## src/rtl/alu_uart_interface_pkg.sv

```systemverilog
// Shared definitions for the UART <-> ALU sequencer.
//   state_t  : sequencer FSM state encoding (3 bits)
//   OP_*     : ALU opcode constants, shared by the ALU and the bench
package alu_uart_interface_pkg;

  typedef enum logic [2:0] {
    ST_RX_A    = 3'd0,
    ST_RX_B    = 3'd1,
    ST_RX_OP   = 3'd2,
    ST_EXEC    = 3'd3,
    ST_TX_SEND = 3'd4,
    ST_TX_WAIT = 3'd5
  } state_t;

  localparam logic [5:0] OP_ADD = 6'b100000;
  localparam logic [5:0] OP_SUB = 6'b000010;
  localparam logic [5:0] OP_AND = 6'b100100;
  localparam logic [5:0] OP_OR  = 6'b100101;
  localparam logic [5:0] OP_XOR = 6'b100110;
  localparam logic [5:0] OP_SRA = 6'b000011;
  localparam logic [5:0] OP_NOR = 6'b100111;

endpackage

```

## src/rtl/alu_uart_interface.sv

```systemverilog
// Sequencer between a UART byte receiver/transmitter and a combinational ALU.
// Receives operand A, operand B (LSB byte first) and an opcode byte, presents
// them to the ALU, captures the ALU result and sends it back LSB byte first.
// Ports:
//   i_clk, i_reset          clock, synchronous active-high reset
//   i_rx_data, i_rx_done    received byte and its 1-cycle valid pulse
//   i_tx_busy, i_tx_done    transmitter busy level and byte-complete pulse
//   i_result                combinational ALU result
//   o_valA, o_valB, o_opcode registered ALU inputs
//   o_tx_data, o_tx_start   byte to transmit and its 1-cycle start pulse
//   o_busy                  low only when idle waiting for the first A byte
//   o_overrun               sticky: a byte arrived while busy computing/sending
module alu_uart_interface
  import alu_uart_interface_pkg::*;
#(
  parameter int BUS_DATA = 8,
  parameter int BUS_REG  = 16,
  parameter int BUS_OP   = 6
) (
  input  logic                i_clk,
  input  logic                i_reset,
  input  logic [BUS_DATA-1:0] i_rx_data,
  input  logic                i_rx_done,
  input  logic                i_tx_busy,
  input  logic                i_tx_done,
  input  logic [BUS_REG-1:0]  i_result,
  output logic [BUS_REG-1:0]  o_valA,
  output logic [BUS_REG-1:0]  o_valB,
  output logic [BUS_OP-1:0]   o_opcode,
  output logic [BUS_DATA-1:0] o_tx_data,
  output logic                o_tx_start,
  output logic                o_busy,
  output logic                o_overrun
);

  localparam int NB    = BUS_REG / BUS_DATA;
  localparam int CNT_W = (NB > 1) ? $clog2(NB) : 1;
  localparam logic [CNT_W-1:0] CNT_LAST = CNT_W'(NB - 1);

  state_t             state;
  logic [CNT_W-1:0]   cnt;
  logic [BUS_REG-1:0] result;

  assign o_busy = !((state == ST_RX_A) && (cnt == '0));

  always_ff @(posedge i_clk) begin
    if (i_reset) begin
      state      <= ST_RX_A;
      cnt        <= '0;
      result     <= '0;
      o_valA     <= '0;
      o_valB     <= '0;
      o_opcode   <= '0;
      o_tx_data  <= '0;
      o_tx_start <= 1'b0;
      o_overrun  <= 1'b0;
    end else begin
      o_tx_start <= 1'b0;

      unique case (state)
        ST_RX_A: begin
          if (i_rx_done) begin
            o_valA[cnt*BUS_DATA +: BUS_DATA] <= i_rx_data;
            if (cnt == CNT_LAST) begin
              cnt   <= '0;
              state <= ST_RX_B;
            end else begin
              cnt <= cnt + 1'b1;
            end
          end
        end

        ST_RX_B: begin
          if (i_rx_done) begin
            o_valB[cnt*BUS_DATA +: BUS_DATA] <= i_rx_data;
            if (cnt == CNT_LAST) begin
              cnt   <= '0;
              state <= ST_RX_OP;
            end else begin
              cnt <= cnt + 1'b1;
            end
          end
        end

        ST_RX_OP: begin
          if (i_rx_done) begin
            o_opcode <= i_rx_data[BUS_OP-1:0];
            state    <= ST_EXEC;
          end
        end

        // ALU inputs settled during the previous cycle; snapshot the result
        // so later operand frames cannot disturb the bytes being sent.
        ST_EXEC: begin
          result <= i_result;
          cnt    <= '0;
          state  <= ST_TX_SEND;
        end

        ST_TX_SEND: begin
          if (!i_tx_busy) begin
            o_tx_data  <= result[cnt*BUS_DATA +: BUS_DATA];
            o_tx_start <= 1'b1;
            state      <= ST_TX_WAIT;
          end
        end

        ST_TX_WAIT: begin
          if (i_tx_done) begin
            if (cnt == CNT_LAST) begin
              cnt   <= '0;
              state <= ST_RX_A;
            end else begin
              cnt   <= cnt + 1'b1;
              state <= ST_TX_SEND;
            end
          end
        end

        default: begin
          state <= ST_RX_A;
          cnt   <= '0;
        end
      endcase

      // Bytes arriving while the result is in flight are dropped, but the
      // loss is remembered until the next reset.
      if (i_rx_done && ((state == ST_EXEC) || (state == ST_TX_SEND) ||
                        (state == ST_TX_WAIT))) begin
        o_overrun <= 1'b1;
      end
    end
  end

endmodule

```

## config.mk

```make
export PLATFORM = sky130hd
export DESIGN_NAME = alu_uart_interface
export DESIGN_NICKNAME = d
export VERILOG_FILES = /design/src/rtl/alu_uart_interface_pkg.sv /design/src/rtl/alu_uart_interface.sv
export SDC_FILE = /design/constraint.sdc
export NUM_CORES = 1
export LEC_CHECK = 0
export ABC_AREA = 1
export CAP_MARGIN = 20
export CORE_ASPECT_RATIO = 0.7
export CORE_UTILIZATION = 50
export DETAILED_ROUTE_END_ITERATION = 16
export GPL_TIMING_DRIVEN = 0
export PLACE_DENSITY = 0.93
export SLEW_MARGIN = 10
export SYNTH_ARGS = -nofsm -noshare
export SYNTH_HDL_FRONTEND = slang
export SYNTH_SLANG_ARGS = --single-unit
export TNS_END_PERCENT = 1
```

## constraint.sdc

```tcl
create_clock -name i_clk -period 2.3 [get_ports i_clk]
set_input_delay 0.46 -clock i_clk [delete_from_list [all_inputs] [get_ports i_clk]]
set_output_delay 0.46 -clock i_clk [all_outputs]
set_load 0.05 [all_outputs]
```

; Yosys cells after proc, flatten, opt, wreduce, memory -nomap -nowiden
; Cells that the tools add are included.
[op_classes]
n_addsub = 2
eq_ne = 13
shift = 3
muxes = 16
bitwise_logic = 4
n_reduce_logical = 15
[ops]
columns = cell, n
row1 = $neg 4->34, 1
row2 = $shift 8x34->16 const A, 1
row3 = $shiftx 8x34->16, 1
row4 = $bwmux 16, 2
row5 = $mux 3, 8
row6 = $pmux 3 s6, 1
row7 = $shiftx 16x5->8, 1
row8 = $ne 2x2->1 const B, 7
row9 = $reduce_and 2->1, 4
row10 = $reduce_and 7->1, 1
row11 = $eq 3x2->1 const B, 2
row12 = $eq 3x3->1 const B, 2
row13 = $reduce_or 2->1, 3
row14 = $mux 1, 4
row15 = $not 1->1, 4
row16 = $eq 3x1->1 const B, 1
row17 = $logic_not 3->1, 1
row18 = $pmux 1 s3, 1
row19 = $reduce_and 3->1, 1
row20 = $logic_and 1x1->1, 2
row21 = $logic_or 1x1->1, 2
row22 = $ne 2x1->1 const B, 1
row23 = $add 1x1->1 const B, 1
row24 = $logic_not 1->1, 1
[word_totals]
register_bits = 68
inputBits = 29
word_cells = 62

; Logic depth before layout (Yosys ltp)
; Gate-level depths: netlist of the first run.
[logic_depth]
depth_word = 4
ltp_mapped = 8

; Worst setup path before layout of the first run
; Ideal clock, no wire load.
[synth_path]
path_type = register to output
from = register state[2]
to = output port o_busy
arrival_ps = 1077
required_ps = 1840
path_slack_ps = 763
path_stages_with_launch = 5
path_cell_list = dfxtp_1 inv_2 nand2_1 nor2_1 nand2_1
[synth_between]
elab_chain_cells = 3
[synth_lines]
columns = element, line
row1 = "start, declared", alu_uart_interface.sv:40  ; state_t state;
row2 = "start signal, assigned", alu_uart_interface.sv:48  ; state <= ST_RX_A;
row3 = "start signal, assigned", alu_uart_interface.sv:66  ; state <= ST_RX_B;
row4 = "start signal, assigned", alu_uart_interface.sv:78  ; state <= ST_RX_OP;
row5 = $logic_not 3->1, alu_uart_interface.sv:44  ; assign o_busy = !((state == ST_RX_A) && (cnt == '0));
row6 = $logic_and 1x1->1, alu_uart_interface.sv:44
row7 = $logic_not 1->1, alu_uart_interface.sv:44
row8 = "end, declared", alu_uart_interface.sv:32  ; output logic o_busy,
; No other way between the ends.

; Worst setup path after layout of the first run
; Same ends and word-level chain as after synthesis.

==> reports/qor_table.md, run 1 <==
| Parameter | This run | Unit |
|:---|:---|:---|
| Run status | finished, final reports clean | - |
| Core Box Area | 0.00491 | mm² |
| Detail-routed net length per standard cell | 13.8 | µm |
| Crit Path Category | reg -> out | - |
| Cell family contributing the most delay on the critical path | simple AND/OR/NAND/NOR gates | - |
| Net total in the final layout | 467 | - |
| Yosys warns | 0 | - |
| Async S/R FF share, synth | 0 | - |
| Most used flip-flop cell after synthesis | sky130_fd_sc_hd__dfxtp_1 | - |
| Routed via count | 2653 | - |
| Leading area contributor after synthesis | sky130_fd_sc_hd__dfxtp_1 | - |
| Crit path time final | 2.01 | ns |
| Vert. Die Dim | 62.5 | µm |
| Final hold viol count | 0 | - |
| Final total power | 0.00295 | W |
| Pin count of the biggest net entering global routing | 12 | - |
| RSZ-0062 raised after global routing | false | - |
| Maximum net fanout on the critical path | 6 | - |
| Count of buffers from port buffering | 77 | - |
| Rows | 21 | - |
| Chain of cells forming the critical path | inv_2 > nand2_1 > nor2_1 > nand2_1 > clkbuf_2 | - |
| Endpoint kind of the worst setup timing path | output port | - |
| Synth unique cells | 18 | - |
| R2R Path End | o_valA[13] | - |
| Aggregate global routing overflow | 0 | - |
| Via count of the first global-routing pass | 2336 | - |
| Post-route setup TNS | 0 | ns |
| Die footprint | 0.00553 | mm² |
| Post-synthesis instance area | 0.00262 | mm² |
| Root Buffer | sky130_fd_sc_hd__clkbuf_8 | - |
| Clock buffers created by TritonCTS | 9 | - |
| Reg-to-Reg Start | cnt | - |
| Global-route wire length before repair | 11300 | µm |
| Launch point of the critical path | state[2] | - |
| Yosys top cell area share | 0.521 | - |
| CTS clock-pin slew for the worst setup and hold paths | 0.07 | ns |
| Sink Count | 68 | - |
| Power Density | 800 | mW/mm² |
| Worst Setup Slack, final | 0.285 | ns |
| Endpoint required time on the critical path | 1.84 | ns |
| Initial DRT Pass Iterations | 5 | - |
| Width of the die | 88.4 | µm |
| CP Buf/Inv Count | 2 | - |
| Placer Congestion | 0.852 | - |
| Final WL | 7080 | µm |
| #FFs+latches synth | 68 | - |
| Relative max-transition margin | 0.656 | - |
| Setup slack, reg-to-reg | 0.65 | ns |
| Maximum capacitance violations | 0 | - |
| Number of cells on the worst reg-to-reg path | 6 | - |
| Worst setup path endpoint | o_busy | - |
| Main combinational cell family by area after synthesis | simple AND/OR/NAND/NOR gates | - |
| First-iteration detailed-routing DRC count | 212 | - |
| Worst path most repeated cell | sky130_fd_sc_hd__nand2_1 | - |
| Number of cells produced by synthesis | 350 | - |
| Buffer levels on the longest clock path | 2 | - |
| Slew at the pin closest to its max-slew limit | 0.515 | ns |
| All-Layer GR Usage | 0.272 | - |
| Post-Synth Simple-Gate Area | 0.242 | - |
| Antenna violations before repair | 0 | - |
| Largest stage delay, worst path | 0.38 | ns |
| Share of cell area taken by muxes after synthesis | 0 | - |
| Number of H-tree levels | 3 | - |
| Setup skew after layout | 0.00752 | ns |
| Crit path DAT | 1.55 | ns |
| Initial standard-cell utilization of the core | 0.532 | - |
| Xor/xnor cell area share of the yosys netlist | 0 | - |
| Post-Synthesis Mean Instance Area | 7.47 | µm² |
| Biggest area contributors in the synthesized netlist | sky130_fd_sc_hd__dfxtp_1 52%, sky130_fd_sc_hd__nor2_1 15%, sky130_fd_sc_hd__o21ai_0 11%, sky130_fd_sc_hd__a21oi_1 5.7%, sky130_fd_sc_hd__nand2_1 4.0% | - |
| Fmax | 0.496 | GHz |
| Max-slew violation count | 0 | - |
| Layout-stage area growth over the synthesis result | 40.9 | % |
| Seq/Total Area, Yosys | 0.521 | - |
| Static power due to leakage | 1.47 | nW |
| Number of placed instances with taps included | 496 | - |
| Count of antenna-violating nets left after detailed routing | 0 | - |
| Number of cells on the critical path | 5 | - |
| Class of the tightest hold or removal check | reg -> reg | - |
| Count of placed standard cells in the final layout, fillers left out | 512 | - |
| Worst IR Drop VDD | 0.578 | mV |
| CTS tree | yes | - |
| Vias per std cell | 5.18 | - |
| Clock Latency Late Sink | 0.34 | ns |
| Adder and majority gate portion of the synthesized area | 0 | - |
| Count of unresolved DRC violations after routing | 0 | - |
| Cell with the largest stage delay on the worst path | sky130_fd_sc_hd__dfxtp_1 | - |
| Final period util | 0.876 | - |
| Post-synthesis compound-gate area fraction | 0.171 | - |
| Number of enable flip-flop cells after synthesis | 0 | - |
| Share of post-route cells with drive strength above 1 | 0.0745 | - |
| DPL Wire Length | 5040 | µm |
| Antenna cells | 0 | - |
| Post-Syn Nets | 379 | - |
| Number of setup violations in the final report | 0 | - |
| Number of top-level design ports | 78 | - |
| Setup crit start kind | flop | - |
| Setup slack after placement | 0.160 | ns |
[tightest hold or removal path: stages, from the launching register on]
cell	delay [ns]
sky130_fd_sc_hd__dfxtp_1	0.31
sky130_fd_sc_hd__inv_1	0.05
sky130_fd_sc_hd__a21oi_1	0.05
[where the power goes]
group	switching, W	leakage (nW)	internal (W)
sequential	0.0000350	0.552	0.00124
clock	0.000436	0.107	0.000639
combinational	0.000408	0.810	0.000193
[layout by cell type, fill, tap and decap left out]
cell type                           n
sky130_fd_sc_hd__clkbuf_1          12
sky130_fd_sc_hd__a21oi_1           30
sky130_fd_sc_hd__clkbuf_2           1
sky130_fd_sc_hd__nor3_2             1
sky130_fd_sc_hd__inv_1             25
sky130_fd_sc_hd__nand3_1            7
sky130_fd_sc_hd__clkdlybuf4s50_1   76
sky130_fd_sc_hd__inv_2              4
sky130_fd_sc_hd__dfxtp_1           68
sky130_fd_sc_hd__bufinv_16          2
sky130_fd_sc_hd__nor3_4             2
sky130_fd_sc_hd__nand2_1           28
sky130_fd_sc_hd__o211ai_1           1
sky130_fd_sc_hd__nor2_4             2
sky130_fd_sc_hd__o21ai_0           58
sky130_fd_sc_hd__buf_2              4
sky130_fd_sc_hd__clkbuf_8          10
sky130_fd_sc_hd__clkinvlp_4         1
sky130_fd_sc_hd__nand2_2            2
sky130_fd_sc_hd__clkinv_2           1
sky130_fd_sc_hd__buf_4              1
sky130_fd_sc_hd__nor2_2             2
sky130_fd_sc_hd__nor2_1           102
sky130_fd_sc_hd__nand4_1            3
[worst min path at each step]
stage	start	to	slack, ns	cells past startpoint
floorplan	result[0]	result[0]	0.42	2
global placement	o_valB[8]	o_valB[8]	0.43	2
detailed placement	o_valB[13]	o_valB[13]	0.44	2
CTS	o_valB[13]	o_valB[13]	0.45	2
global route	o_valB[14]	o_valB[14]	0.46	2
finish	o_valB[13]	o_valB[13]	0.45	2
[per-layer routing]
metal  global-route usage  vias up  routed length [µm]
met2                0.382      119                3040
met4               0.0786        0                 140
met5                    0        -                   0
li1                     -     1301                   -
met3                0.103       16                 595
met1                0.385     1217                3310
[flip-flops by register name, summed over array words and instances (netlist names)]
name        flops
o_overrun       1
result         16
o_valA         16
o_opcode        6
o_tx_start      1
o_valB         16
cnt             1
o_tx_data       8
state           3
[repair_timing]
action / in CTS / in global routing
pin swaps: 0 / 0
endpoints found under the setup margin: 1 / 1
gates resized for setup: 1 / 2
hold buffers: 0 / 0
endpoints found under the hold margin: 0 / 0
setup buffers: 0 / 0
[layout make-up]
class | instances | area [µm²]
Buffer | 15 | 65.1
Tap cell | 69 | 86.3
Clock inverter | 4 | 72.6
Fill cell | 375 | 1230
Multi-Input combinational cell | 238 | 1080
Clock buffer | 12 | 145
Inverter | 29 | 109
Sequential cell | 68 | 1360
Timing Repair Buffer | 77 | 766
[synthesized netlist by cell type, types with 3 or more instances]
master / instances
sky130_fd_sc_hd__dfxtp_1: 68
sky130_fd_sc_hd__o21ai_0: 58
sky130_fd_sc_hd__buf_2: 4
sky130_fd_sc_hd__clkbuf_1: 10
sky130_fd_sc_hd__nand2_1: 28
sky130_fd_sc_hd__inv_2: 4
sky130_fd_sc_hd__inv_1: 25
sky130_fd_sc_hd__a21oi_1: 30
sky130_fd_sc_hd__nor2_1: 102
sky130_fd_sc_hd__nand3_1: 7
sky130_fd_sc_hd__nand4_1: 3
[kinds of logic (layout without fill, tap and decap cells)]
group                  after synthesis  after routing
buffers and inverters               44            137
AND/OR/NAND/NOR                    149            149
flip-flops                          68             68
AO/OA/AOI/OAI                       89             89
[per-stage QoR]
step / hold WS [ns] / util / instance area (µm²)
2_1_floorplan: 0.424 / - / 2620
3_3_place_gp: 0.433 / 0.707 / 3470
3_5_place_dp: 0.437 / 0.707 / 3470
4_1_cts: 0.448 / 0.751 / 3690
5_1_grt: 0.464 / 0.750 / 3680
6_report: 0.446 / 0.750 / 3680
No activity file was read; power rests on OpenSTA's default activity.
==> inputs of run 2 (changes only) <==
--- a/config.mk
+++ b/config.mk
@@ -8,10 +8,11 @@
 export ABC_AREA = 1
 export CAP_MARGIN = 20
 export CORE_ASPECT_RATIO = 0.7
-export CORE_UTILIZATION = 50
+export CORE_UTILIZATION = 52
+export CTS_BUF_LIST = sky130_fd_sc_hd__clkbuf_8
 export DETAILED_ROUTE_END_ITERATION = 16
 export GPL_TIMING_DRIVEN = 0
-export PLACE_DENSITY = 0.93
+export PLACE_DENSITY = 0.95
 export SLEW_MARGIN = 10
 export SYNTH_ARGS = -nofsm -noshare
 export SYNTH_HDL_FRONTEND = slang
==> reports/qor_table.md, run 2 (synthesized netlist as in run 1, its figures left out) <==
| Parameter | This run | Unit |
|:---|:---|:---|
| Pin count of the biggest net entering global routing | 12 | - |
| Antenna violations before repair | 0 | - |
| All-Layer GR Usage | 0.288 | - |
| Detail-routed net length per standard cell | 14.1 | µm |
| Count of antenna-violating nets left after detailed routing | 0 | - |
| Setup skew after layout | 0.00627 | ns |
| Rows | 21 | - |
| RSZ-0062 raised after global routing | false | - |
| Clock buffers created by TritonCTS | 9 | - |
| Post-route standard cell area excluding fillers | 0.00362 | mm² |
| Root Buffer | sky130_fd_sc_hd__clkbuf_8 | - |
| Slew at the pin closest to its max-slew limit | 0.530 | ns |
| Initial DRT Pass Iterations | 5 | - |
| Max-slew violation count | 0 | - |
| Maximum capacitance violations | 0 | - |
| Relative max-transition margin | 0.645 | - |
| Core Box Area | 0.00481 | mm² |
| Leading registers by flop count | o_valA: 16 flops, o_valB: 16 flops, result: 16 flops | - |
| Buffer levels on the longest clock path | 2 | - |
| Share of post-route cells with drive strength above 1 | 0.0747 | - |
| First-iteration detailed-routing DRC count | 326 | - |
| Aggregate global routing overflow | 0 | - |
| Static power due to leakage | 1.44 | nW |
| Antenna cells | 0 | - |
| Net total in the final layout | 467 | - |
| Run status | finished, final reports clean | - |
| Final WL | 7210 | µm |
| Count of unresolved DRC violations after routing | 0 | - |
| Worst Setup Slack, final | 0.275 | ns |
| Via count of the first global-routing pass | 2266 | - |
| DPL Wire Length | 5130 | µm |
| Global-route wire length before repair | 11200 | µm |
| Width of the die | 86.8 | µm |
| Number of H-tree levels | 3 | - |
| Final hold viol count | 0 | - |
| Crit path DAT | 1.57 | ns |
| Number of setup violations in the final report | 0 | - |
| CTS clock-pin slew for the worst setup and hold paths | 0.07 | ns |
| Endpoint required time on the critical path | 1.84 | ns |
| Crit path time final | 2.03 | ns |
| Vias per std cell | 5.12 | - |
| Placer Congestion | 0.853 | - |
| Sink Count | 68 | - |
| Final period util | 0.880 | - |
| Number of top-level design ports | 78 | - |
| Maximum net fanout on the critical path | 6 | - |
| Setup crit start kind | flop | - |
| Worst IR Drop VDD | 0.451 | mV |
| CTS tree | yes | - |
| Routed via count | 2618 | - |
| Clock Latency Late Sink | 0.35 | ns |
| Die footprint | 0.00532 | mm² |
| Class of the tightest hold or removal check | reg -> reg | - |
| Post-Place Cell Area | 0.00347 | mm² |
| Layout-stage area growth over the synthesis result | 38.6 | % |
| Power Density | 743 | mW/mm² |
| Post-route setup TNS | 0 | ns |
| Number of inserted filler cells in the final layout | 373 | - |
| Fmax | 0.494 | GHz |
| Hold-fix buffer count after cts | 0 | - |
| Vert. Die Dim | 61.3 | µm |
| Final cell utilization of the core | 0.754 | - |
| Most common cell after layout, fill and taps aside | sky130_fd_sc_hd__nor2_1 | - |
| Count of buffers from port buffering | 77 | - |
| Commonest cells after routing, fill and taps aside | 102 x sky130_fd_sc_hd__nor2_1, 76 x sky130_fd_sc_hd__clkdlybuf4s50_1, 68 x sky130_fd_sc_hd__dfxtp_1 | - |
| Initial standard-cell utilization of the core | 0.544 | - |
| Setup slack after placement | 0.122 | ns |
| Endpoint kind of the worst setup timing path | output port | - |
| Crit Path Category | reg -> out | - |
run 2: power by group:
| part | internal [W] | leakage (nW) | switching [W] |
|---|---|---|---|
| registers | 0.00124 | 0.552 | 0.0000338 |
| clock network | 0.000374 | 0.0821 | 0.000442 |
| logic | 0.000193 | 0.810 | 0.000412 |
run 2: path summary, 6_finish.rpt:
check,start,to,slack (ns),depth (start not counted)
setup / recovery,state[2],o_busy,0.27,5
hold / removal,o_valB[15],o_valB[15],0.45,2
setup reg to reg,cnt,o_valA[11],0.61,6
hold reg to reg,o_valB[15],o_valB[15],0.45,2
run 2: cell type report:
class                   instances  area, µm²  share of cell area
plain buffers                  15       65.1              0.0179
clock buffers                   9        124              0.0342
clock inverters                 6       33.8             0.00932
inverters                      29        109              0.0300
multi-input cells             238       1080               0.298
flip-flops and latches         68       1360               0.376
well taps                      69       86.3              0.0238
repair buffers                 77        766               0.211
run 2: metrics by stage:
step | hold WS (ns) | power [W] | instances
after floorplan | 0.424 | 0.00167 | 350
after global placement | 0.432 | 0.00189 | 496
after detailed placement | 0.441 | 0.00190 | 496
after CTS | 0.452 | 0.00269 | 511
after global routing | 0.469 | 0.00279 | 511
final | 0.448 | 0.00269 | 511
run 2: metal layers:
layer,track usage,share of wire,wire [µm]
met3,0.0952,0.084,609
met2,0.433,0.45,3240
met4,0.102,0.013,91
met1,0.393,0.45,3270
met5,0,0,0
run 2: repair_timing:
item,4_1_cts,5_1_grt
resized for setup,1,2
gates cloned,0,0
buffers inserted,0,0
setup endpoints to repair,1,1
endpoints found under the hold margin,0,0
run 2: worst max-delay path, cell delays in order, from the launching register on:
cell	delay [ns]
sky130_fd_sc_hd__dfxtp_1	0.38
sky130_fd_sc_hd__inv_2	0.12
sky130_fd_sc_hd__nand2_1	0.12
sky130_fd_sc_hd__nor2_1	0.24
sky130_fd_sc_hd__nand2_1	0.10
sky130_fd_sc_hd__clkbuf_2	0.26
==> inputs of run 3 (changes only) <==
--- a/config.mk
+++ b/config.mk
@@ -5,14 +5,13 @@
 export SDC_FILE = /design/constraint.sdc
 export NUM_CORES = 1
 export LEC_CHECK = 0
-export ABC_AREA = 1
 export CAP_MARGIN = 20
 export CORE_ASPECT_RATIO = 0.7
-export CORE_UTILIZATION = 52
+export CORE_UTILIZATION = 53
 export CTS_BUF_LIST = sky130_fd_sc_hd__clkbuf_8
 export DETAILED_ROUTE_END_ITERATION = 16
 export GPL_TIMING_DRIVEN = 0
-export PLACE_DENSITY = 0.95
+export PLACE_DENSITY = 0.85
 export SLEW_MARGIN = 10
 export SYNTH_ARGS = -nofsm -noshare
 export SYNTH_HDL_FRONTEND = slang
==> reports/qor_table.md, run 3 <==
| Parameter | This run | Unit |
|:---|:---|:---|
| Initial DRT Pass Iterations | 5 | - |
| Final cell utilization of the core | 0.787 | - |
| Maximum net fanout on the critical path | 10 | - |
| Number of cells produced by synthesis | 325 | - |
| Post-route standard cell area excluding fillers | 0.00386 | mm² |
| Die footprint | 0.00555 | mm² |
| Synth unique cells | 34 | - |
| DPL Wire Length | 5460 | µm |
| All-Layer GR Usage | 0.299 | - |
| Commonest cells after routing, fill and taps aside | 75 x sky130_fd_sc_hd__clkdlybuf4s50_1, 68 x sky130_fd_sc_hd__dfxtp_1, 50 x sky130_fd_sc_hd__a21oi_1 | - |
| Setup slack after placement | -0.140 | ns |
| Number of H-tree levels | 3 | - |
| Post-Synthesis Mean Instance Area | 8.56 | µm² |
| CTS clock-pin slew for the worst setup and hold paths | 0.07 | ns |
| Placer Congestion | 0.800 | - |
| Seq/Total Area, Yosys | 0.489 | - |
| Initial standard-cell utilization of the core | 0.566 | - |
| Number of top-level design ports | 78 | - |
| Power Density | 668 | mW/mm² |
| Max-slew violation count | 0 | - |
| Most instantiated library cell after synthesis | sky130_fd_sc_hd__dfxtp_1 | - |
| Post-Syn Nets | 354 | - |
| Yosys warns | 0 | - |
| Busiest metal layer after global routing | met2 | - |
| Width of the die | 88.6 | µm |
| Fmax | 0.456 | GHz |
| CTS tree | yes | - |
| Worst Setup Slack, final | 0.109 | ns |
| Worst IR Drop VDD | 0.443 | mV |
| Met3 Use GR | 0.104 | - |
| RSZ-0062 raised after global routing | false | - |
| Biggest area contributors in the synthesized netlist | sky130_fd_sc_hd__dfxtp_1 49%, sky130_fd_sc_hd__a21oi_1 9.0%, sky130_fd_sc_hd__o21ai_0 6.3%, sky130_fd_sc_hd__nand3_1 6.1%, sky130_fd_sc_hd__mux2i_1 5.4% | - |
| Crit path time final | 2.19 | ns |
| Most common cell after layout, fill and taps aside | sky130_fd_sc_hd__clkdlybuf4s50_1 | - |
| Slew at the pin closest to its max-slew limit | 0.565 | ns |
| Leading area contributor after synthesis | sky130_fd_sc_hd__dfxtp_1 | - |
| Aggregate global routing overflow | 0 | - |
| Final WL | 7750 | µm |
| Global-route wire length before repair | 12400 | µm |
| Root Buffer | sky130_fd_sc_hd__clkbuf_8 | - |
| Vias per std cell | 5.66 | - |
| Vert. Die Dim | 62.6 | µm |
| Number of setup violations in the final report | 0 | - |
| Adder and majority gate portion of the synthesized area | 0 | - |
| Antenna violations before repair | 0 | - |
| Count of buffers from port buffering | 76 | - |
| Xor/xnor cell area share of the yosys netlist | 0.00315 | - |
| Via count of the first global-routing pass | 2508 | - |
| Count of antenna-violating nets left after detailed routing | 0 | - |
| Layout-stage area growth over the synthesis result | 38.9 | % |
| Met1 Resource Use GR | 0.416 | - |
| Post-synthesis instance area | 0.00278 | mm² |
| Final total power | 0.00258 | W |
| Run status | finished, final reports clean | - |
| Hold-fix buffer count after cts | 0 | - |
| Crit path DAT | 1.73 | ns |
| Commonest cells in the netlist | 68 x sky130_fd_sc_hd__dfxtp_1, 50 x sky130_fd_sc_hd__a21oi_1, 35 x sky130_fd_sc_hd__o21ai_0, 34 x sky130_fd_sc_hd__nand3_1, 33 x sky130_fd_sc_hd__nand2_1 | - |
| Most used flip-flop cell after synthesis | sky130_fd_sc_hd__dfxtp_1 | - |
| Met2 track demand over resource | 0.440 | - |
| #FFs+latches synth | 68 | - |
| First-iteration detailed-routing DRC count | 250 | - |
| Clock buffers created by TritonCTS | 9 | - |
| Final hold viol count | 0 | - |
| Post-synthesis compound-gate area fraction | 0.190 | - |
| Antenna cells | 0 | - |
| Net total in the final layout | 442 | - |
| Post-Synth Simple-Gate Area | 0.203 | - |
| Leading registers by flop count | o_valA: 16 flops, o_valB: 16 flops, result: 16 flops | - |
| Share of cell area taken by muxes after synthesis | 0.0540 | - |
| Main combinational cell family by area after synthesis | simple AND/OR/NAND/NOR gates | - |
| Crit Path Category | reg -> out | - |
| Routed via count | 2757 | - |
| Setup crit start kind | flop | - |
| Setup skew after layout | 0.0113 | ns |
| Post-Place Cell Area | 0.00363 | mm² |
| Static power due to leakage | 1.31 | nW |
| Endpoint required time on the critical path | 1.84 | ns |
| Maximum capacitance violations | 0 | - |
| Async S/R FF share, synth | 0 | - |
| Count of unresolved DRC violations after routing | 0 | - |
| Buffer levels on the longest clock path | 2 | - |
| Final period util | 0.953 | - |
| Detail-routed net length per standard cell | 15.9 | µm |
| Sink Count | 68 | - |
| Number of enable flip-flop cells after synthesis | 0 | - |
| Relative max-transition margin | 0.622 | - |
| Pin count of the biggest net entering global routing | 12 | - |
| Endpoint kind of the worst setup timing path | output port | - |
| Yosys top cell area share | 0.489 | - |
| Rows | 21 | - |
| Core Box Area | 0.00491 | mm² |
| Class of the tightest hold or removal check | reg -> reg | - |
| Share of post-route cells with drive strength above 1 | 0.0981 | - |
| Clock Latency Late Sink | 0.34 | ns |
## run 3: cell types whose count changed after synthesis, sizes merged, moves of 3 or more
cell    previous run  this run
nor2             106        18
inv               29         1
nand3              7        34
o21ai             58        35
a21oi             30        50
mux2i              0        15
buf                5        18
a211oi             0        11
nor2b              0         6
nand2b             0         5
clkbuf            10        13
nand2             30        33
nand4              3         0
## run 3: cells by family after synthesis
kind of cell	after synthesis
simple gates	110
mux	15
xor+xnor	1
buf+inv	33
compound gates	98
flops	68
## run 3: what timing repair did
item,CTS,global route
setup buffers,1,0
hold endpoints to repair,0,0
resized for setup,2,1
endpoints found under the setup margin,1,1
pin swaps,1,0
## run 3: worst max-delay path, stage by stage, from the launching register on
cell	delay [ns]
sky130_fd_sc_hd__dfxtp_1	0.32
sky130_fd_sc_hd__buf_6	0.14
sky130_fd_sc_hd__buf_2	0.18
sky130_fd_sc_hd__nor3_4	0.21
sky130_fd_sc_hd__nand2b_1	0.09
sky130_fd_sc_hd__clkdlybuf4s15_1	0.45
## run 3: where the power goes
group / total, W / leakage [nW] / internal, W / switching, W
Clock: 0.00105 / 0.112 / 0.000617 / 0.000431
Combinational: 0.000326 / 0.646 / 0.000121 / 0.000205
Sequential: 0.00121 / 0.550 / 0.00120 / 0.0000101
## run 3: path summary, 6_finish.rpt
kind | from | endpoint | slack, ns | cells past startpoint
setup / recovery | state[1] | o_busy | 0.11 | 5
hold / removal | result[6] | result[6] | 0.46 | 2
setup reg to reg | state[2] | o_valA[11] | 0.71 | 5
hold reg to reg | result[6] | result[6] | 0.46 | 2
## run 3: per-layer routing
| layer | vias up | wire [µm] |
|---|---|---|
| li1 | 1311 | - |
| met1 | 1311 | 3540 |
| met2 | 124 | 3400 |
| met3 | 11 | 715 |
| met4 | 0 | 90 |
| met5 | - | 0 |
## run 3: area by class of cell
type / instances / area, µm²
Buffer: 31 / 161
Sequential cell: 68 / 1360
Tap cell: 69 / 86.3
Clock buffer: 13 / 179
Fill cell: 342 / 1050
Multi-Input combinational cell: 224 / 1260
Inverter: 2 / 7.51
Clock inverter: 3 / 42.5
Timing Repair Buffer: 77 / 768
## run 3: through the flow
step                      cells  hold WS, ns  TNS, ns
final                       487        0.457        0
after global routing        487        0.482        0
after CTS                   487        0.455        0
after detailed placement    470        0.447   -0.140
after global placement      470        0.441  -0.0787
after floorplan             325        0.436        0
